===== config.mk =====
export PLATFORM = sky130hd
export DESIGN_NAME = sync_mux_rr
export DESIGN_NICKNAME = d
export VERILOG_FILES = /design/src/rtl/sync_mux_rr.sv
export SDC_FILE = /design/constraint.sdc
export NUM_CORES = 1
export LEC_CHECK = 0
export ABC_AREA = 1
export CORE_MARGIN = 2
export CORE_UTILIZATION = 36
export DETAILED_ROUTE_END_ITERATION = 10
export MAX_ROUTING_LAYER = met4
export PLACE_DENSITY_LB_ADDON = 0.1
export SLEW_MARGIN = 10
export SYNTH_ARGS = -nofsm -noshare
export SYNTH_HDL_FRONTEND = slang
export SYNTH_SLANG_ARGS = --single-unit

===== constraint.sdc =====
create_clock -name clk -period 1.34 [get_ports clk]
set_clock_uncertainty 0.15 [all_clocks]
set_input_delay 0.134 -clock clk [delete_from_list [all_inputs] [get_ports clk]]
set_output_delay 0.134 -clock clk [all_outputs]
set_load 0.01 [all_outputs]

===== src/rtl/sync_mux_rr.sv =====
// sync_mux_rr: registered N:1 datapath multiplexer with valid/ready handshakes.
//
// Several producers share one downstream consumer. One channel is granted per
// cycle, either by the external `sel` (MODE=0) or round-robin among the valid
// channels (MODE=1). The granted word goes into a single output register, so
// nothing combinational runs from the inputs to out_data/out_chan/out_valid.
//
// Ports
//   clk        rising-edge clock
//   rst_n      synchronous active-low reset
//   in_data    N*WIDTH, channel i at [i*WIDTH +: WIDTH]
//   in_valid   N, per-channel word present
//   in_ready   N, per-channel word accepted this cycle (combinational)
//   sel        SELW, requested channel (MODE=0 only)
//   out_data   WIDTH, registered word
//   out_chan   SELW, channel that supplied out_data
//   out_valid  output register holds a word
//   out_ready  consumer takes the word this cycle

module sync_mux_rr #(
    parameter  int WIDTH = 32,
    parameter  int N     = 2,
    parameter  int MODE  = 0,
    localparam int SELW  = (N > 2) ? $clog2(N) : 1
) (
    input  logic                 clk,
    input  logic                 rst_n,
    input  logic [N*WIDTH-1:0]   in_data,
    input  logic [N-1:0]         in_valid,
    output logic [N-1:0]         in_ready,
    input  logic [SELW-1:0]      sel,
    output logic [WIDTH-1:0]     out_data,
    output logic [SELW-1:0]      out_chan,
    output logic                 out_valid,
    input  logic                 out_ready
);

    logic                        ld;       // output register may take a new word
    logic                        grant;
    logic [SELW-1:0]             g;
    logic [SELW-1:0]             ptr;      // round-robin start position
    logic                        en;
    logic [N-1:0][WIDTH-1:0]     masked;
    logic [WIDTH-1:0]            sel_word;
    int                          idx;

    assign ld = ~out_valid | out_ready;
    assign en = rst_n & ld & grant;

    // Grant selection. In round-robin mode the scan starts at ptr and wraps,
    // so the channel just served drops to lowest priority.
    always_comb begin
        grant = 1'b0;
        g     = '0;
        idx   = 0;
        if (MODE == 1) begin
            for (int k = 0; k < N; k++) begin
                idx = int'(ptr) + k;
                if (idx >= N) idx = idx - N;
                if (!grant && in_valid[SELW'(idx)]) begin
                    grant = 1'b1;
                    g     = SELW'(idx);
                end
            end
        end else begin
            g = sel;
            if (int'(sel) < N) grant = in_valid[sel];
        end
    end

    // Per-channel ready decode and data masking; the mux is an AND-OR tree
    // so at most one lane contributes a non-zero word.
    for (genvar i = 0; i < N; i++) begin : g_lane
        sync_mux_rr_lane #(
            .WIDTH (WIDTH),
            .SELW  (SELW),
            .IDX   (i)
        ) u_lane (
            .en          (en),
            .g           (g),
            .data        (in_data[i*WIDTH +: WIDTH]),
            .ready       (in_ready[i]),
            .data_masked (masked[i])
        );
    end

    always_comb begin
        sel_word = '0;
        for (int i = 0; i < N; i++) sel_word = sel_word | masked[i];
    end

    always_ff @(posedge clk) begin
        if (!rst_n) begin
            out_valid <= 1'b0;
            out_data  <= '0;
            out_chan  <= '0;
            ptr       <= '0;
        end else if (ld) begin
            if (grant) begin
                out_data  <= sel_word;
                out_chan  <= g;
                out_valid <= 1'b1;
                ptr       <= (g == SELW'(N - 1)) ? '0 : g + 1'b1;
            end else begin
                // Drained with nothing to replace it: data/chan keep last word.
                out_valid <= 1'b0;
            end
        end
    end

endmodule

// One channel's slice: ready decode and gated data contribution.
module sync_mux_rr_lane #(
    parameter int WIDTH = 32,
    parameter int SELW  = 1,
    parameter int IDX   = 0
) (
    input  logic              en,
    input  logic [SELW-1:0]   g,
    input  logic [WIDTH-1:0]  data,
    output logic              ready,
    output logic [WIDTH-1:0]  data_masked
);

    assign ready       = en & (g == SELW'(IDX));
    assign data_masked = ready ? data : '0;

endmodule


==> flow_summary_export.csv <==
group,metric,value,unit
global_route,grt_pass1_wl,10.1,mm
critical_path,cp.arrival,1360,ps
pwr,power.density,839,nW/um2
clock_tree,cts.sinks,34,
global_route,overflow,0,
yosys,avgSynthCellArea,6.74,um2
yosys,yosys.area.top_type_share,0.326,
min_path,hp-class,"input pin to flip-flop",
die,initial_utilization,0.377,
final_layout,multi_input_area,976,um2
route,avgViaCountPerCell,4.99,
yosys,synth_area,2090,um2
clock_tree,hold_buffers,0,
die,rows,27,
yosys,synth-async-reset-ratio,0,
yosys,ys_seq_area_frac,0.326,
critical_path,crit_buf_inv,3,
timing,hold_slack,218,ps
clock_tree,cts_buffers,5,
critical_path,end_kind,"flip-flop",
global_route,grt_max_degree,67,
clock_tree,cts-root-buf,"clkbuf_8",
route,wl_met1,2.82,mm
timing,fin_crit,1330,ps
run,maxCapViolCount,0,
critical_path,worstPathRequired,1370,ps
yosys,synth_ff_type,"dfxtp_1",
clock_tree,clock_path_buffers,2,
yosys,syn_inst,310,
die,ioPinCount,106,
clock_tree,cts_tree,"built",
final_layout,design_area,3410,um2
yosys,ys_seq_elements,34,
final_layout,nFillCells,544,
place,placed_area,3180,um2
yosys,yosysUniqueCellTypes,20,
yosys,yosysMostFrequentCell,"inv_1",
critical_path,critPathMaxStageDelay,350,ps
final_layout,nets,485,
critical_path,crit_chain,"nand2_4 > nand3_4 > buf_6 > buf_8 > a21oi_1 > nand2_1 > inv_1",
clock_tree,htree_levels,2,
route,drt_iter0_markers,122,
timing,fmax,753,MHz
timing,worstMarginPinSlew,599,ps
die,die_y,80.2,um
critical_path,path_depth,7,
route,top_layer,"met4",
die,core-area,5540,um2
global_route,antenna_found_initial,1,
final_layout,drive_gt1_frac,0.139,
route,wl_met2,3.23,mm
die,die-area,6430,um2
place,io_buffers,105,
timing,setup_viol,0,
pwr,vdd_drop_max,0.464,mV
route,wl_met3,507,um
yosys,synth_nets,380,
yosys,yosysWarnings,0,
global_route,grt.total_usage,0.201,
timing,hold_violations,0,
critical_path,cp_max_fo,11,
yosys,synthTopCellsByCount,"inv_1 (69), nand4_1 (64), nand2_1 (35), dfxtp_1 (34), nand3_1 (32)",
run_status,outcome,"complete, no violations",
yosys,synthTopCellsByArea,"dfxtp_1 (33%), nand4_1 (19%), inv_1 (12%)",
critical_path,crit_type,"flip-flop to flip-flop",
global_route,grt_pass1_vias,2148,
pwr,leakagePower,1.68,nW
route,wl_per_cell,13.6,um
critical_path,crit_path_start_kind,"flip-flop",
yosys,yosysTopAreaCell,"dfxtp_1",
yosys,synth_edf_count,0,
route,finalWirelength,6.65,mm
timing,rsz0062_at_grt,"yes",
timing,period_share,0.991,
route,postRouteAntennaNets,0,
final_layout,final_cell_count_no_fill,489,
route,drc_errors,0,
route,vias,2438,
die,die_w,80.2,um
clock_tree,path_clk_slew,70,ps
place,routabilityCongestion,0.851,
final_layout,seqCellArea,682,um2
place,dp.cells,473,
critical_path,slowest_stage,"dfxtp_2",
min_path,hold_depth,3,
place,dp_hpwl,4.33,mm
critical_path,reg2reg_depth,7,
clock_tree,clk_latency,280,ps
timing,maxSlewViolCount,0,
timing,maxSlewHeadroom,0.601,
critical_path,critPathTopFamily,"buffers and inverters",
route,drt_first_pass_iters,4,
final_layout,areaGrowthSynthToFinish,63.2,%
## flip-flops by register name (all words and copies together), names as in the netlist
signal,count
out_valid,1
out_chan,1
out_data,32
## area by class of cell
type                       instances  share of cell area
tap                               72              0.0264
timing repair buffer             128               0.373
clock inverter                     1             0.00147
inverter                          73              0.0841
clock buffer                       7              0.0253
sequential                        34               0.200
timing repair inverter             1             0.00257
multi-input combinational        172               0.286
antenna                            1            0.000734
## logic make-up (layout without fill, tap and decap cells)
kind of cell    Yosys count  in the layout  share of synthesized area
compound gates           34             34                     0.0995
buf+inv                 104            210                      0.222
flops                    34             34                      0.326
other cells               0              1                          0
simple gates            138            138                      0.353
## cell usage in the layout, fill, tap and decap left out, drive strengths merged
master	Yosys	final
dlymetal6s2s	0	1
nor3	2	2
a21oi	32	32
o21ai	2	2
clkdlybuf4s50	0	64
inv	72	73
nor2	3	3
dfxtp	34	34
clkinv	1	2
buf	26	24
nand2	36	36
nand4	64	64
dlygate4sd2	0	37
clkbuf	5	9
diode	0	1
nand3	33	33
## metrics by stage
stage               setup WS (ps)  power, mW  utilization  setup TNS [ps]
floorplan                    41.1       1.63            -               0
global placement             -509       2.09        0.575          -15800
detailed placement           -533       2.10        0.575          -16670
CTS                          1.86       2.83        0.591               0
global route                -69.0       3.04        0.615            -775
finish                       11.6       2.86        0.615               0
## report_power, final
group          internal, mW  total, mW  switching (mW)  leakage, nW
clock network         0.414      0.768           0.354       0.0482
logic                 0.481      0.947           0.467         1.35
registers              1.10       1.14          0.0426        0.281
total                  2.00       2.86           0.863         1.68
## path summary, 6_finish.rpt
check	start	to	slack [ps]
hold reg to reg	out_chan	out_chan	350
setup / recovery	out_valid	out_data[15]	10
hold / removal	sel	out_chan	220
setup reg to reg	out_valid	out_data[15]	10
## per-layer routing
layer | global-route usage | up-vias
li1 | - | 1247
met4 | 0.0644 | 0
met1 | 0.240 | 1102
met5 | - | -
met2 | 0.325 | 80
met3 | 0.0584 | 9
## worst register-to-register path: cells and delay by family (launching register included)
kind	cells	cell delay [ps]
compound gates	1	80
buf+inv	3	380
flops	1	350
simple gates	3	270
## timing repair
| action | in CTS | in global routing |
|---|---|---|
| pin swaps | 2 | 5 |
| buffers inserted | 2 | 1 |
| gates resized for setup | 59 | 14 |
| endpoints found under the setup margin | 70 | 34 |
| gates cloned | 0 | 4 |
No activity file was read; power rests on OpenSTA's default activity.
